<file path="config.mk">
export PLATFORM = sky130hd
export DESIGN_NAME = uart_tx_framer
export DESIGN_NICKNAME = d
export VERILOG_FILES = /design/src/rtl/uart_tx_framer.sv
export SDC_FILE = /design/constraint.sdc
export NUM_CORES = 1
export LEC_CHECK = 0
export CELL_PAD_IN_SITES_DETAIL_PLACEMENT = 1
export CELL_PAD_IN_SITES_GLOBAL_PLACEMENT = 1
export CORE_UTILIZATION = 42
export CTS_BUF_LIST = sky130_fd_sc_hd__clkbuf_16
export DETAILED_ROUTE_END_ITERATION = 10
export MAX_ROUTING_LAYER = met4
export PLACE_DENSITY = 0.87
export SETUP_SLACK_MARGIN = 0.1
export SYNTH_ARGS = -nofsm -noshare
export SYNTH_HDL_FRONTEND = slang
export SYNTH_SLANG_ARGS = --single-unit
</file>
<file path="constraint.sdc">
create_clock -name CLK -period 5.9 [get_ports CLK]
set_clock_uncertainty 0.05 [all_clocks]
set_input_delay 0.885 -clock CLK [delete_from_list [all_inputs] [get_ports CLK]]
set_output_delay 0.885 -clock CLK [all_outputs]
set_load 0.03 [all_outputs]
</file>
<file path="src/rtl/uart_tx_framer.sv">
//-----------------------------------------------------------------------------
// uart_tx_framer
//
// UART transmit framer. A byte offered on a single-cycle Data_Valid strobe
// while the framer is idle is latched and sent as: one start bit (0), data
// bits LSB first, an optional parity bit and one stop bit (1). Every bit is
// held for Prescale clock cycles, which matches the oversampling ratio used
// by the receive path.
//
// Ports
//   CLK         in   1           system clock, rising edge
//   RST         in   1           synchronous reset, active low
//   P_DATA      in   DATA_WIDTH  parallel data, sampled on acceptance
//   Data_Valid  in   1           request strobe, accepted when Busy is low
//   PAR_EN      in   1           1 = insert parity bit (sampled on acceptance)
//   PAR_TYP     in   1           0 = even, 1 = odd (sampled on acceptance)
//   Prescale    in   6           clock cycles per bit, 0 is treated as 1
//   TX_OUT      out  1           serial line, registered, idles high
//   Busy        out  1           registered, high for the whole frame
//
// Configuration
//   UART_TX_PARITY_EN  defined   : PARITY state and parity generation exist.
//                      undefined : PAR_EN / PAR_TYP are ignored, frames never
//                                  carry a parity bit.
//-----------------------------------------------------------------------------
`timescale 1ns/1ps

module uart_tx_framer #(
  parameter int DATA_WIDTH = 8
) (
  input  logic                  CLK,
  input  logic                  RST,
  input  logic [DATA_WIDTH-1:0] P_DATA,
  input  logic                  Data_Valid,
  input  logic                  PAR_EN,
  input  logic                  PAR_TYP,
  input  logic [5:0]            Prescale,
  output logic                  TX_OUT,
  output logic                  Busy
);

  localparam int BIT_W = (DATA_WIDTH > 1) ? $clog2(DATA_WIDTH) : 1;

  typedef enum logic [2:0] {
    ST_IDLE   = 3'd0,
    ST_START  = 3'd1,
    ST_DATA   = 3'd2,
`ifdef UART_TX_PARITY_EN
    ST_PARITY = 3'd3,
`endif
    ST_STOP   = 3'd4
  } state_t;

`ifdef UART_TX_PARITY_EN
  // Parity over the latched data word: even = XOR, odd = XNOR.
  function automatic logic calc_parity(input logic [DATA_WIDTH-1:0] data,
                                       input logic                  odd);
    calc_parity = odd ? ~(^data) : (^data);
  endfunction
`endif

  state_t                  state_r;
  state_t                  state_s;
  logic [5:0]              edge_cnt_r;
  logic [5:0]              edge_cnt_s;
  logic [BIT_W-1:0]        bit_cnt_r;
  logic [BIT_W-1:0]        bit_cnt_s;
  logic [DATA_WIDTH-1:0]   data_r;
  logic [5:0]              prescale_r;
  logic                    tx_out_r;
  logic                    tx_out_s;
  logic                    busy_r;
  logic                    busy_s;
  logic                    accept_s;
  logic                    bit_end_s;
  logic                    last_bit_s;
`ifdef UART_TX_PARITY_EN
  logic                    par_en_r;
  logic                    par_typ_r;
`else
  // Parity controls have no function in this build.
  logic                    unused_par_s;
  assign unused_par_s = PAR_EN ^ PAR_TYP;
`endif

  assign accept_s   = (state_r == ST_IDLE) && Data_Valid;
  // prescale_r is never 0, so P-1 cannot underflow.
  assign bit_end_s  = (edge_cnt_r == (prescale_r - 6'd1));
  assign last_bit_s = (bit_cnt_r == BIT_W'(DATA_WIDTH - 1));

  // Frame parameter capture on acceptance; later input changes are ignored.
  always_ff @(posedge CLK) begin
    if (!RST) begin
      data_r     <= '0;
      prescale_r <= 6'd1;
`ifdef UART_TX_PARITY_EN
      par_en_r   <= 1'b0;
      par_typ_r  <= 1'b0;
`endif
    end else if (accept_s) begin
      data_r     <= P_DATA;
      prescale_r <= (Prescale == 6'd0) ? 6'd1 : Prescale;
`ifdef UART_TX_PARITY_EN
      par_en_r   <= PAR_EN;
      par_typ_r  <= PAR_TYP;
`endif
    end else begin
      data_r     <= data_r;
      prescale_r <= prescale_r;
`ifdef UART_TX_PARITY_EN
      par_en_r   <= par_en_r;
      par_typ_r  <= par_typ_r;
`endif
    end
  end

  // FSM state register.
  always_ff @(posedge CLK) begin
    if (!RST) begin
      state_r <= ST_IDLE;
    end else begin
      state_r <= state_s;
    end
  end

  // FSM next-state logic: every non-idle state lasts exactly one bit time.
  always_comb begin
    state_s = state_r;
    case (state_r)
      ST_IDLE: begin
        if (Data_Valid) state_s = ST_START;
        else            state_s = ST_IDLE;
      end
      ST_START: begin
        if (bit_end_s) state_s = ST_DATA;
        else           state_s = ST_START;
      end
      ST_DATA: begin
        if (bit_end_s && last_bit_s) begin
`ifdef UART_TX_PARITY_EN
          state_s = par_en_r ? ST_PARITY : ST_STOP;
`else
          state_s = ST_STOP;
`endif
        end else begin
          state_s = ST_DATA;
        end
      end
`ifdef UART_TX_PARITY_EN
      ST_PARITY: begin
        if (bit_end_s) state_s = ST_STOP;
        else           state_s = ST_PARITY;
      end
`endif
      ST_STOP: begin
        if (bit_end_s) state_s = ST_IDLE;
        else           state_s = ST_STOP;
      end
      default: state_s = ST_IDLE;
    endcase
  end

  // Edge and bit counter next values.
  always_comb begin
    edge_cnt_s = edge_cnt_r;
    bit_cnt_s  = bit_cnt_r;
    if (state_r == ST_IDLE) begin
      edge_cnt_s = 6'd0;
    end else if (bit_end_s) begin
      edge_cnt_s = 6'd0;
    end else begin
      edge_cnt_s = edge_cnt_r + 6'd1;
    end
    if (state_r != ST_DATA) begin
      bit_cnt_s = '0;
    end else if (bit_end_s) begin
      bit_cnt_s = last_bit_s ? '0 : (bit_cnt_r + BIT_W'(1));
    end else begin
      bit_cnt_s = bit_cnt_r;
    end
  end

  // Counter registers.
  always_ff @(posedge CLK) begin
    if (!RST) begin
      edge_cnt_r <= 6'd0;
      bit_cnt_r  <= '0;
    end else begin
      edge_cnt_r <= edge_cnt_s;
      bit_cnt_r  <= bit_cnt_s;
    end
  end

  // FSM output logic, decoded from the next state so the registered line
  // shows the start bit in the same cycle Busy rises.
  always_comb begin
    tx_out_s = 1'b1;
    busy_s   = 1'b0;
    case (state_s)
      ST_IDLE: begin
        tx_out_s = 1'b1;
        busy_s   = 1'b0;
      end
      ST_START: begin
        tx_out_s = 1'b0;
        busy_s   = 1'b1;
      end
      ST_DATA: begin
        tx_out_s = data_r[bit_cnt_s];
        busy_s   = 1'b1;
      end
`ifdef UART_TX_PARITY_EN
      ST_PARITY: begin
        tx_out_s = calc_parity(data_r, par_typ_r);
        busy_s   = 1'b1;
      end
`endif
      ST_STOP: begin
        tx_out_s = 1'b1;
        busy_s   = 1'b1;
      end
      default: begin
        tx_out_s = 1'b1;
        busy_s   = 1'b0;
      end
    endcase
  end

  // Output flops keep the serial line glitch-free.
  always_ff @(posedge CLK) begin
    if (!RST) begin
      tx_out_r <= 1'b1;
      busy_r   <= 1'b0;
    end else begin
      tx_out_r <= tx_out_s;
      busy_r   <= busy_s;
    end
  end

  assign TX_OUT = tx_out_r;
  assign Busy   = busy_r;

endmodule

</file>
**Word-level counts from Yosys, hierarchy flattened**

Cells that the tools add are included.

- Input port bits: 19
- Memories kept: 0
- Output and inout port bits: 2
- Bits in registers: 28
- Bits in writable memories: 0
- Bits in latches: 0
- ROM bits: 0
- Logic and storage cells: 40

- Shifts and indexed selects: 0
- Div/mod/pow operators: 0
- Reductions and logical operators: 6
- Eq/ne operators: 9
- Bitwise gates (word level): 1
- Mux-type cells: 13
- Multiply operators: 0
- $add $sub $neg: 3
- $lt $le $gt $ge: 1

Operator list:

| operator | count |
|---|---|
| 3-bit 2-to-1 mux | 5 |
| 3-bit case mux with 4 select lines | 1 |
| 3-bit == test (second input constant) | 3 |
| 6-bit by 1-bit adder with 6-bit output (second input constant) | 1 |
| 3-bit by 1-bit == test with 1-bit output (second input constant) | 2 |
| 3-bit by 2-bit == test with 1-bit output (second input constant) | 2 |
| 6-bit == test | 1 |
| 6-bit logical NOT | 1 |
| 6-bit 2-to-1 mux | 1 |
| 3-bit OR reduction | 2 |
| 6-bit by 1-bit subtractor with 6-bit output (second input constant) | 1 |
| 3-bit by 4-bit < comparator with 1-bit output (second input constant) | 1 |
| 3-bit by 1-bit adder with 3-bit output (second input constant) | 1 |
| 1-bit binary-select mux with 3-bit select | 1 |
| 3-bit logical NOT | 1 |
| 1-bit 2-to-1 mux | 3 |
| 3-bit by 2-bit inequality test with 1-bit output (second input constant) | 1 |
| 1-bit logical AND | 2 |
| 2-bit 2-to-1 mux | 1 |
| 1-bit case mux with 2 select lines | 1 |
| 1-bit NOT | 1 |

**Longest topological paths before layout**

Gate-level depths: netlist of run 1.

- Word-level depth: 8
- Mapped depth: 9
- Gate-level depth less buffers: 9

**Worst setup path after synthesis of run 1**

No wires, ideal clock.

- Path kind: register to register
- From: register prescale_r[0]
- To: register tx_out_r (netlist: TX_OUT)
- Setup slack: 3.503 ns
- Data required time: 5.754 ns
- Path buffers: 0
- Clock period less this slack: 2.397 ns
- Data arrival time: 2.251 ns
- Stages on the path, launching flop included: 10
- Library setup time: 0.096 ns
- Path through: dfxtp_1 -> inv_1 -> ha_1 -> and2_4 -> a211o_1 -> a32o_2 -> a311o_1 -> a21oi_2 -> o41ai_1 -> o41ai_2

- Word-level cells in the longest chain between the ends: 7
- Elaborated cells on any way between the ends: 14
- Classes of those cells: add/sub: 1; eq/ne: 3; mux: 9; reduce/logical: 1

RTL lines:

| element | RTL line | source |
|---|---|---|
| from (decl) | 69 | `logic [5:0] prescale_r;` |
| from (signal assigned) | 102 | `prescale_r <= (Prescale == 6'd0) ? 6'd1 : Prescale;` |
| from (signal assigned) | 109 | `prescale_r <= prescale_r;` |
| 6-bit by 1-bit subtractor with 6-bit output * | 88 | `assign bit_end_s = (edge_cnt_r == (prescale_r - 6'd1));` |
| 6-bit == test * | 88 |  |
| 3-bit 2-to-1 mux or 1-bit logical AND (tied branches) | 176, 139 |  |
| 3-bit 2-to-1 mux, on equally long branches | 174, 139 |  |
| 1-bit binary-select mux with 3-bit select or 3-bit case mux with 4 select lines (tied branches) | 209, 129 |  |
| 1-bit 2-to-1 mux (implied by the code), or another cell as far along | 209 | `tx_out_s = data_r[bit_cnt_s];` |
| 1-bit case mux with 2 select lines * | 199 | `case (state_s)` |
| to (signal assigned) | 235 | `tx_out_r <= tx_out_s;` |
| to (decl) | 70 | `logic tx_out_r;` |

Mark *: on every way between the ends. The rest lies on a longest branch, timed or not. The select of a mux whose other input is x is not followed.
A chain may end at the register's enable or synchronous reset.

**Worst setup path in the final report of run 1**

Ends and elaborated chain as after synthesis.

==> flow_metrics.py, run 1 <==
metrics = {
    "power_and_ir_drop": {
        "ir_worst_vdd_uv": 134.9,
        "power_leakage_uw": 0.0006322,
        "p_per_area_nw_per_um2": 303.2,
    },
    "worst_setup_path": {
        "critPathBufInv": 1,
        "crit_chain": "inv_1 > ha_1 > and2_4 > a211o_1 > a32oi_1 > o21ai_0 > a21oi_1 > nor4b_2 > o41ai_2",
        "timing.rr.end": "TX_OUT",
        "reg2regPathDepth": 9,
        "cp_top_family": "compound AO/OA/AOI/OAI gates",
        "critical_path_class": "flop to flop",
        "crit_path_max_fanout": 5,
        "cpPeakStageDelay_ps": 420,
        "cp.arrival_ps": 2880,
        "crit_path_start_kind": "flop",
        "critPathSlowestCell": "dfxtp_1",
        "r2r_slack_ps": 3100,
        "cp-end-kind": "flop",
        "regToRegStartpoint": "prescale_r[0]",
        "required_ps": 5980,
    },
    "detailed_routing": {
        "drt-wirelength-per-cell_um": 16.49,
        "first_pass_iters": 4,
        "drt-initial-drc-count": 85,
        "vias": 1349,
        "ant_nets": 0,
        "wirelength_um": 3843,
        "vias_per_cell": 5.790,
        "post-route-drc-count": 0,
    },
    "die": {
        "coreArea_um2": 3128,
        "die_h_um": 59.97,
        "initial_core_util": 0.4512,
        "ios": 21,
        "die_w_um": 59.97,
        "die_area_um2": 3596,
        "rows": 20,
    },
    "clock_network": {
        "postCtsResizedCells": 0,
        "cts_buffers": 3,
        "clock_tree.buffer_depth": 2,
        "cts_hold_buf": 0,
        "htree_levels": 1,
        "root_buffer": "clkbuf_16",
        "clk_latency_ps": 270,
        "cts_tree": "yes",
        "cts.sinks": 28,
        "cts_post_setup_buffers_inserted": 0,
        "path_clk_slew_ps": 70,
    },
    "hold_path": {
        "min_to": "data_r[2]",
        "hold_class": "flop to flop",
        "hold_start": "data_r[2]",
        "hold_depth": 2,
    },
    "global_routing": {
        "grt_max_degree": 19,
        "grt_pass1_wl_um": 6396,
        "gr-total-overflow": 0,
        "antenna_found_initial": 0,
        "grt_pass1_vias": 1368,
        "grt_usage": 0.2508,
    },
    "finish": {
        "n_fill_cell": 375,
        "layout-drive-gt1-share": 0.06349,
        "area_delta_synth_final_pct": 22.78,
        "finalNonFillerCells": 233,
        "utilization": 0.5540,
        "nets": 213,
        "final_area_um2": 1733,
        "antennaDiodeCount": 0,
    },
    "synth": {
        "ys_ff_latch": 28,
        "yosysTopAreaCellShare": 0.3972,
        "ys_types": 40,
        "yosysWarningCount": 0,
        "synth_area_um2": 1411,
        "synth-seq-area-share": 0.3972,
        "syn_area_per_cell_um2": 8.206,
        "synth_ff_type": "dfxtp_1",
        "synth_nets": 195,
        "synth_area_leaders": "dfxtp_1 40%, nand2_1 8.0%, a21oi_1 6.4%, nor2_1 4.5%, xnor2_1 3.7%",
        "ys_async_sr_fraction": 0,
        "synth-edff-count": 0,
        "synth_cells": 172,
        "synth_top_area_cell": "dfxtp_1",
    },
    "placed_design": {
        "gp_congestion": 0.8782,
        "port_buffers": 18,
        "dpl-instance-area_um2": 1628,
        "dpl.hpwl_um": 2854,
        "pre_cts_ws_ps": 2926,
        "placed_cells": 229,
    },
    "timing": {
        "finalSetupTns_ps": 0,
        "slew_headroom": 0.6355,
        "rsz0062_at_grt": "false",
        "fin_crit_ps": 2800,
        "worst_slew_pin_slew_ps": 546.8,
        "drv_slew": 0,
        "final.setup.worst_slack_ps": 3100,
        "hold_viol_final": 0,
        "post-route-period-util": 0.4746,
        "max_freq_mhz": 357.1,
        "setup_viol": 0,
    },
    "status": {
        "status": "complete, no violations",
    },
    "flow_run": {
        "max-cap-violations": 0,
    },
}
[cell usage in the layout, fill, tap and decap left out, types with 2 or more instances in the layout]
cell	Yosys	routed
a211oi_1	2	2
a21oi_1	18	18
a21oi_2	2	2
a31oi_1	2	2
and2_1	3	3
and3_1	2	2
clkbuf_16	0	3
clkdlybuf4s50_1	0	18
dfxtp_1	28	28
ha_1	4	4
inv_1	5	5
nand2_1	30	30
nand2b_1	2	2
nand3_1	4	4
nor2_1	17	17
nor3_1	5	5
nor3b_1	3	3
o211ai_1	2	2
o21a_1	3	3
o21ai_0	4	4
or3_1	2	2
xnor2_1	6	6
xor2_1	5	5
[cell usage after synthesis, types with 2 or more instances]
library cell,number
and2_1,3
a21oi_1,18
nor3b_1,3
a211oi_1,2
xor2_1,5
a31oi_1,2
or3_1,2
dfxtp_1,28
clkbuf_1,5
nand2_1,30
nor2_1,17
o21ai_0,4
ha_1,4
o21a_1,3
nand2b_1,2
xnor2_1,6
and3_1,2
nand3_1,4
inv_1,5
nor3_1,5
a21oi_2,2
o211ai_1,2
[registers in the layout, summed over array words and instances, names as in the netlist]
signal and flops:
data_r 8, edge_cnt_r 6, prescale_r 6, bit_cnt_r 3, state_r 3, Busy 1
TX_OUT 1
[power breakdown]
part / internal (µW) / switching, µW
registers: 202 / 12.1
logic: 42.8 / 65.4
clock network: 135 / 67.8
total: 380 / 145
[worst min-delay path, stage by stage, from the launching register on]
cell     delay, ps
dfxtp_1        310
nand2_1         50
a21oi_1         50
[layout make-up]
type	count	area (µm²)	share of cell area
clock inverters	1	30.03	0.01733
inverters	6	22.52	0.01300
multi-input cells	133	809.5	0.4671
flip-flops and latches	28	560.5	0.3235
repair buffers	18	180.2	0.1040
clock buffers	3	75.07	0.04332
well taps	44	55.05	0.03177
[routing by layer]
metal	part of all wire	track usage	routed length [µm]	vias up
met4	0.032	0.1229	122	0
met2	0.50	0.4190	1930	36
met3	0.034	0.03030	130	15
met5	0	-	0	-
li1	-	-	-	643
met1	0.43	0.2965	1659	655
[logic make-up (layout without fill, tap and decap cells)]
family | count (synthesis) | after routing | share of synthesized area
simple gates | 74 | 74 | 0.2535
compound gates | 44 | 44 | 0.2163
flops | 28 | 28 | 0.3972
xor+xnor | 11 | 11 | 0.06826
buf+inv | 11 | 28 | 0.02926
fa+ha+maj | 4 | 4 | 0.03546
[stage by stage]
step | hold slack, ps | total power (µW)
finish | 410.7 | 525.4
global placement | 395.1 | 316.3
floorplan | 381.5 | 286.8
CTS | 415.8 | 528.3
global route | 424.7 | 548.0
detailed placement | 405.5 | 324.4
[worst max path at each step]
stage              to     startpoint  depth (start not counted)
2_1_floorplan  TX_OUT  prescale_r[0]                          9
3_3_place_gp   TX_OUT            RST                          4
3_5_place_dp   TX_OUT            RST                          4
4_1_cts        TX_OUT  prescale_r[0]                          9
5_1_grt        TX_OUT  prescale_r[0]                          9
6_report       TX_OUT  prescale_r[0]                          9
Power figures use the tool's default switching activity.
==> run 2, diff against run 1 <==
- CORE_UTILIZATION: 42 -> 39
- PLACE_DENSITY: 0.87 -> 0.81
- clock period: 5.9 -> 2.6 ns (I/O delays scaled with it)
==> run 2 against run 1 <==
  * Non-clock buffer count grew 10
  * Register-to-register slack lost 3000 ps
  * Sequential share of layout area shrank 1.6 points
  * Setup slack lost 3000 ps
  * Flip-flop and latch count is the same
  * First-iteration DRC count shrank 15%
  * Wire length grew 3.4%
  * Clock power grew 74%
  * Core utilization shrank 1.6 points
  * Global-route usage shrank 3.3 points
  * Final area grew 5.3%
==> flow_metrics.py, run 2 (same netlist as run 1, synthesis figures left out) <==
metrics = {
    "status": {
        "status": "complete, no violations",
    },
    "global_routing": {
        "grt_pass1_vias": 1387,
        "antenna_found_initial": 0,
        "grt_usage": 0.2176,
        "grt_pass1_wl_um": 6472,
        "gr-total-overflow": 0,
        "grt_max_degree": 16,
    },
    "detailed_routing": {
        "post-route-drc-count": 0,
        "ant_nets": 0,
        "drt-wirelength-per-cell_um": 16.22,
        "first_pass_iters": 4,
        "vias_per_cell": 5.437,
        "drt-initial-drc-count": 72,
        "wirelength_um": 3973,
        "vias": 1332,
    },
    "placed_design": {
        "port_buffers": 18,
        "gp_congestion": 0.8641,
        "dpl.hpwl_um": 2734,
        "dpl-instance-area_um2": 1690,
    },
    "finish": {
        "nets": 223,
        "final_area_um2": 1824,
        "n_fill_cell": 407,
        "antennaDiodeCount": 0,
        "area_delta_synth_final_pct": 29.26,
        "mostFrequentLayoutCell": "nand2_1",
        "largest_reg_flops": 8,
        "top_register": "data_r",
        "final_cell_mix": "30 x nand2_1, 28 x dfxtp_1, 18 x clkdlybuf4s50_1",
        "layout-drive-gt1-share": 0.1206,
        "top_regs": "data_r: 8 flops, edge_cnt_r: 6 flops, prescale_r: 6 flops",
    },
    "timing": {
        "rsz0062_at_grt": "false",
        "setup_viol": 0,
        "worst_slew_pin_slew_ps": 523.0,
        "finalSetupTns_ps": 0,
        "max_freq_mhz": 405.5,
        "drv_slew": 0,
        "hold_viol_final": 0,
        "fin_crit_ps": 2466,
        "slew_headroom": 0.6505,
        "post-route-period-util": 0.9486,
    },
    "clock_network": {
        "clk_latency_ps": 260,
        "path_clk_slew_ps": 70,
        "cts.sinks": 28,
        "root_buffer": "clkbuf_16",
        "clock_tree.buffer_depth": 2,
        "cts_hold_buf": 0,
        "cts_buffers": 3,
        "cts_tree": "yes",
        "htree_levels": 1,
    },
    "worst_setup_path": {
        "required_ps": 2690,
        "crit_path_max_fanout": 5,
        "crit_path_start_kind": "flop",
        "critical_path_class": "flop to flop",
        "cp-end-kind": "flop",
        "cp.arrival_ps": 2560,
    },
    "die": {
        "coreArea_um2": 3390,
        "ios": 21,
        "initial_core_util": 0.4164,
        "die_h_um": 62.16,
        "die_area_um2": 3863,
        "die_w_um": 62.16,
        "rows": 21,
    },
    "power_and_ir_drop": {
        "p_per_area_nw_per_um2": 620.9,
        "power_leakage_uw": 0.0006747,
        "ir_worst_vdd_uv": 238.2,
    },
    "hold_path": {
        "hold_class": "flop to flop",
    },
    "flow_run": {
        "max-cap-violations": 0,
    },
}
[run 2: worst max-delay path, cell delays in order (launching register included)]
cell and delay [ps]:
dfxtp_1 350, inv_1 70, ha_2 200, and2_4 170
a211o_1 310, a32oi_1 170, buf_4 180, o21ai_0 130
a21o_1 280, nor4b_2 310, o41ai_2 120
[run 2: worst paths after layout]
kind | from | end | cells after the start | slack (ps)
setup / recovery | prescale_r[0] | TX_OUT | 10 | 130
hold / removal | data_r[6] | data_r[6] | 2 | 410
setup reg to reg | prescale_r[0] | TX_OUT | 10 | 130
hold reg to reg | data_r[6] | data_r[6] | 2 | 410
[run 2: where the power goes]
part / internal (µW) / switching, µW
logic: 129 / 166
registers: 459 / 25.8
clock network: 206 / 146
total: 794 / 338
[run 2: layout make-up]
cell class,count,area [µm²],area share
inverters,6,22.52,0.01235
multi-input cells,133,849.6,0.4657
well taps,46,57.56,0.03155
clock buffers,3,75.07,0.04115
clock inverters,1,3.754,0.002058
flip-flops and latches,28,560.5,0.3073
repair buffers,28,255.2,0.1399
[run 2: timing repair]
action                                  CTS  global route
gates resized for setup                   1             6
endpoints found under the setup margin    1             1
pin swaps                                 3             5
gates cloned                              0             0
buffers inserted                          0             2
[run 2: through the flow]
| step | std cells | hold slack (ps) | setup slack, ps | power (µW) | util |
|---|---|---|---|---|---|
| final | 245 | 412.0 | 133.8 | 1133 | 0.5382 |
| after global routing | 245 | 428.5 | 39.51 | 1192 | 0.5382 |
| after CTS | 243 | 414.6 | 104.3 | 1109 | 0.5220 |
| after detailed placement | 239 | 405.0 | 104.3 | 756.2 | 0.4987 |
| after global placement | 239 | 397.4 | 136.4 | 743.6 | 0.4987 |
| after floorplan | 172 | 381.5 | 203.0 | 650.8 | - |
[run 2: metal layers]
metal  wire, µm  part of all wire  track usage  up-vias
li1           -                 -            -      660
met3        109             0.027      0.03676        7
met1       1815              0.46       0.2523      640
met4         52             0.013      0.05814        0
met2       1996              0.50       0.3860       25
met5          0                 0            -        -
==> run 3, diff against run 2 <==
- ABC_AREA: default -> 1
- CORE_UTILIZATION: 39 -> 38
- PLACE_DENSITY: 0.81 -> 0.82
==> run 3 against run 2 <==
  * Via count down 2.6%
  * Global-route usage down 2.8 points
  * Wire length decreased by 16%
  * Sequential power fell by 0.8%
  * Clock power hardly changed
  * Fmax is 16% higher
  * Sequential share of layout area is 1.3 points higher
  * Cell count is 8.6% higher
  * Final area down 4.2%
  * Combinational power shrank 14%
  * Largest cell class unchanged
==> flow_metrics.py, run 3 <==
metrics = {
    "status": {
        "status": "complete, no violations",
    },
    "timing": {
        "post-route-period-util": 0.8196,
        "fin_crit_ps": 2131,
        "setup_viol": 0,
        "hold_viol_final": 0,
        "drv_slew": 0,
        "rsz0062_at_grt": "false",
        "finalSetupTns_ps": 0,
        "max_freq_mhz": 469.3,
        "slew_headroom": 0.6023,
        "worst_slew_pin_slew_ps": 593.4,
        "worst_hold_slack_ps": 412.2,
    },
    "clock_network": {
        "cts.sinks": 28,
        "cts_post_setup_buffers_inserted": 0,
        "cts_hold_buf": 0,
        "cts_tree": "yes",
        "clk_latency_ps": 260,
        "postCtsResizedCells": 0,
        "htree_levels": 1,
        "cts_buffers": 3,
        "root_buffer": "clkbuf_16",
        "clock_tree.buffer_depth": 2,
        "path_clk_slew_ps": 70,
    },
    "die": {
        "ios": 21,
        "die_h_um": 63.30,
        "initial_core_util": 0.4116,
        "coreArea_um2": 3468,
        "die_w_um": 63.30,
        "rows": 21,
        "die_area_um2": 4006,
    },
    "global_routing": {
        "antenna_found_initial": 0,
        "grt_pass1_vias": 1322,
        "gr-total-overflow": 0,
        "grt_pass1_wl_um": 5809,
        "grt_max_degree": 17,
        "grt_usage": 0.1900,
    },
    "worst_setup_path": {
        "cp.arrival_ps": 2290,
        "cp-end-kind": "flop",
        "r2r_slack_ps": 470,
        "crit_path_start_kind": "flop",
        "startpoint": "prescale_r[0]",
        "reg2regPathDepth": 15,
        "regToRegStartpoint": "prescale_r[0]",
        "critical_path_class": "flop to flop",
        "timing.rr.end": "TX_OUT",
        "crit_path_max_fanout": 9,
        "required_ps": 2760,
    },
    "synth": {
        "synth_cells": 199,
        "yosysTopAreaCellShare": 0.3926,
        "synth_top_area_cell": "dfxtp_1",
        "synth_nets": 222,
        "synth.most_common_cell": "nand2_1",
        "yosysWarningCount": 0,
        "synth-edff-count": 0,
        "synth_area_um2": 1428,
        "syn_area_per_cell_um2": 7.174,
        "synth_common_cells": "37 x nand2_1, 30 x inv_1, 28 x dfxtp_1",
        "synth-seq-area-share": 0.3926,
        "synth_area_leaders": "dfxtp_1 39%, nand2_1 9.7%, inv_1 7.9%, nand3_1 6.0%, nor2_1 5.8%",
        "synth_ff_type": "dfxtp_1",
        "ys_async_sr_fraction": 0,
        "ys_types": 28,
        "ys_ff_latch": 28,
    },
    "detailed_routing": {
        "drt-initial-drc-count": 55,
        "vias": 1298,
        "wirelength_um": 3325,
        "vias_per_cell": 4.880,
        "ant_nets": 0,
        "post-route-drc-count": 0,
        "drt-wirelength-per-cell_um": 12.50,
        "first_pass_iters": 4,
    },
    "finish": {
        "area_delta_synth_final_pct": 22.44,
        "final_cell_mix": "37 x nand2_1, 30 x inv_1, 28 x dfxtp_1",
        "n_fill_cell": 468,
        "antennaDiodeCount": 0,
        "largest_reg_flops": 8,
        "layout-drive-gt1-share": 0.07727,
        "regArea_um2": 560.5,
        "mostFrequentLayoutCell": "nand2_1",
        "top_register": "data_r",
        "top_regs": "data_r: 8 flops, edge_cnt_r: 6 flops, prescale_r: 6 flops",
        "nets": 244,
        "multi_input_area_um2": 732.0,
    },
    "hold_path": {
        "hold_start": "data_r[2]",
        "min_to": "data_r[2]",
        "hold_depth": 2,
        "hold_class": "flop to flop",
    },
    "placed_design": {
        "dpl.hpwl_um": 2607,
        "gp_congestion": 0.8894,
        "port_buffers": 18,
    },
    "flow_run": {
        "max-cap-violations": 0,
    },
    "power_and_ir_drop": {
        "ir_worst_vdd_uv": 216.8,
        "p_per_area_nw_per_um2": 623.2,
        "power_leakage_uw": 0.0007572,
    },
}
run 3: changes by cell type in the layout (fill, tap and decap cells not counted), moves of 5 or more:
| cell | change |
|---|---|
| nor3_1 | -5 |
| nand3_1 | +13 |
| buf_4 | -8 |
| o21ai_0 | +11 |
| inv_1 | +25 |
| nor2_1 | +5 |
| nand2_1 | +7 |
run 3: worst max path at each step:
stage,to,slack (ps),cells after the start
global placement,TX_OUT,550,13
CTS,TX_OUT,480,13
finish,TX_OUT,470,15
floorplan,TX_OUT,710,13
global route,TX_OUT,220,15
detailed placement,TX_OUT,480,16
run 3: stage by stage:
| step | instances | setup slack, ps | total power (µW) | utilization | area (µm²) |
|---|---|---|---|---|---|
| 3_5_place_dp | 262 | 484.0 | 744.7 | 0.4812 | 1669 |
| 5_1_grt | 266 | 222.4 | 1153 | 0.5040 | 1748 |
| 2_1_floorplan | 199 | 714.5 | 666.0 | - | 1428 |
| 4_1_cts | 266 | 476.2 | 1100 | 0.5040 | 1748 |
| 3_3_place_gp | 262 | 548.4 | 731.6 | 0.4812 | 1669 |
| 6_report | 266 | 469.0 | 1089 | 0.5040 | 1748 |
run 3: worst max-delay path, stage by stage (launching register included):
cell and delay [ps]:
dfxtp_1 400, inv_1 100, ha_1 240, inv_1 70, nand2_1 70, nand2_1 60, nand2_1 40, nand2_1 100
nand3_4 130, nor2_8 180, o21ai_1 80, nor2_1 200, nand3_1 120, nand3_1 100, nand3_1 70, nand2_1 60
run 3: final cells by class:
| class | count | area share |
|---|---|---|
| Clock buffer | 3 | 0.04295 |
| Timing Repair Buffer | 20 | 0.1117 |
| Inverter | 33 | 0.07087 |
| Tap cell | 46 | 0.03293 |
| Sequential cell | 28 | 0.3207 |
| Clock inverter | 1 | 0.002147 |
| Multi-Input combinational cell | 135 | 0.4188 |
run 3: layer usage:
| metal | vias up | track usage | part of all wire |
|---|---|---|---|
| li1 | 683 | - | - |
| met1 | 585 | 0.2202 | 0.50 |
| met3 | 7 | 0.02717 | 0.023 |
| met2 | 23 | 0.3280 | 0.46 |
| met4 | 0 | 0.07670 | 0.022 |
| met5 | - | - | 0 |
run 3: cell families after synthesis:
kind of cell    after synthesis  share of synthesized area
flops                        28                     0.3926
compound gates               35                     0.1376
fa+ha+maj                     4                    0.03506
simple gates                 92                     0.3155
buf+inv                      36                    0.09465
xor+xnor                      4                    0.02454
run 3: power breakdown:
part	switching, µW	internal (µW)
combinational	158	97.7
clock	147	206
sequential	18.3	462
total	324	766
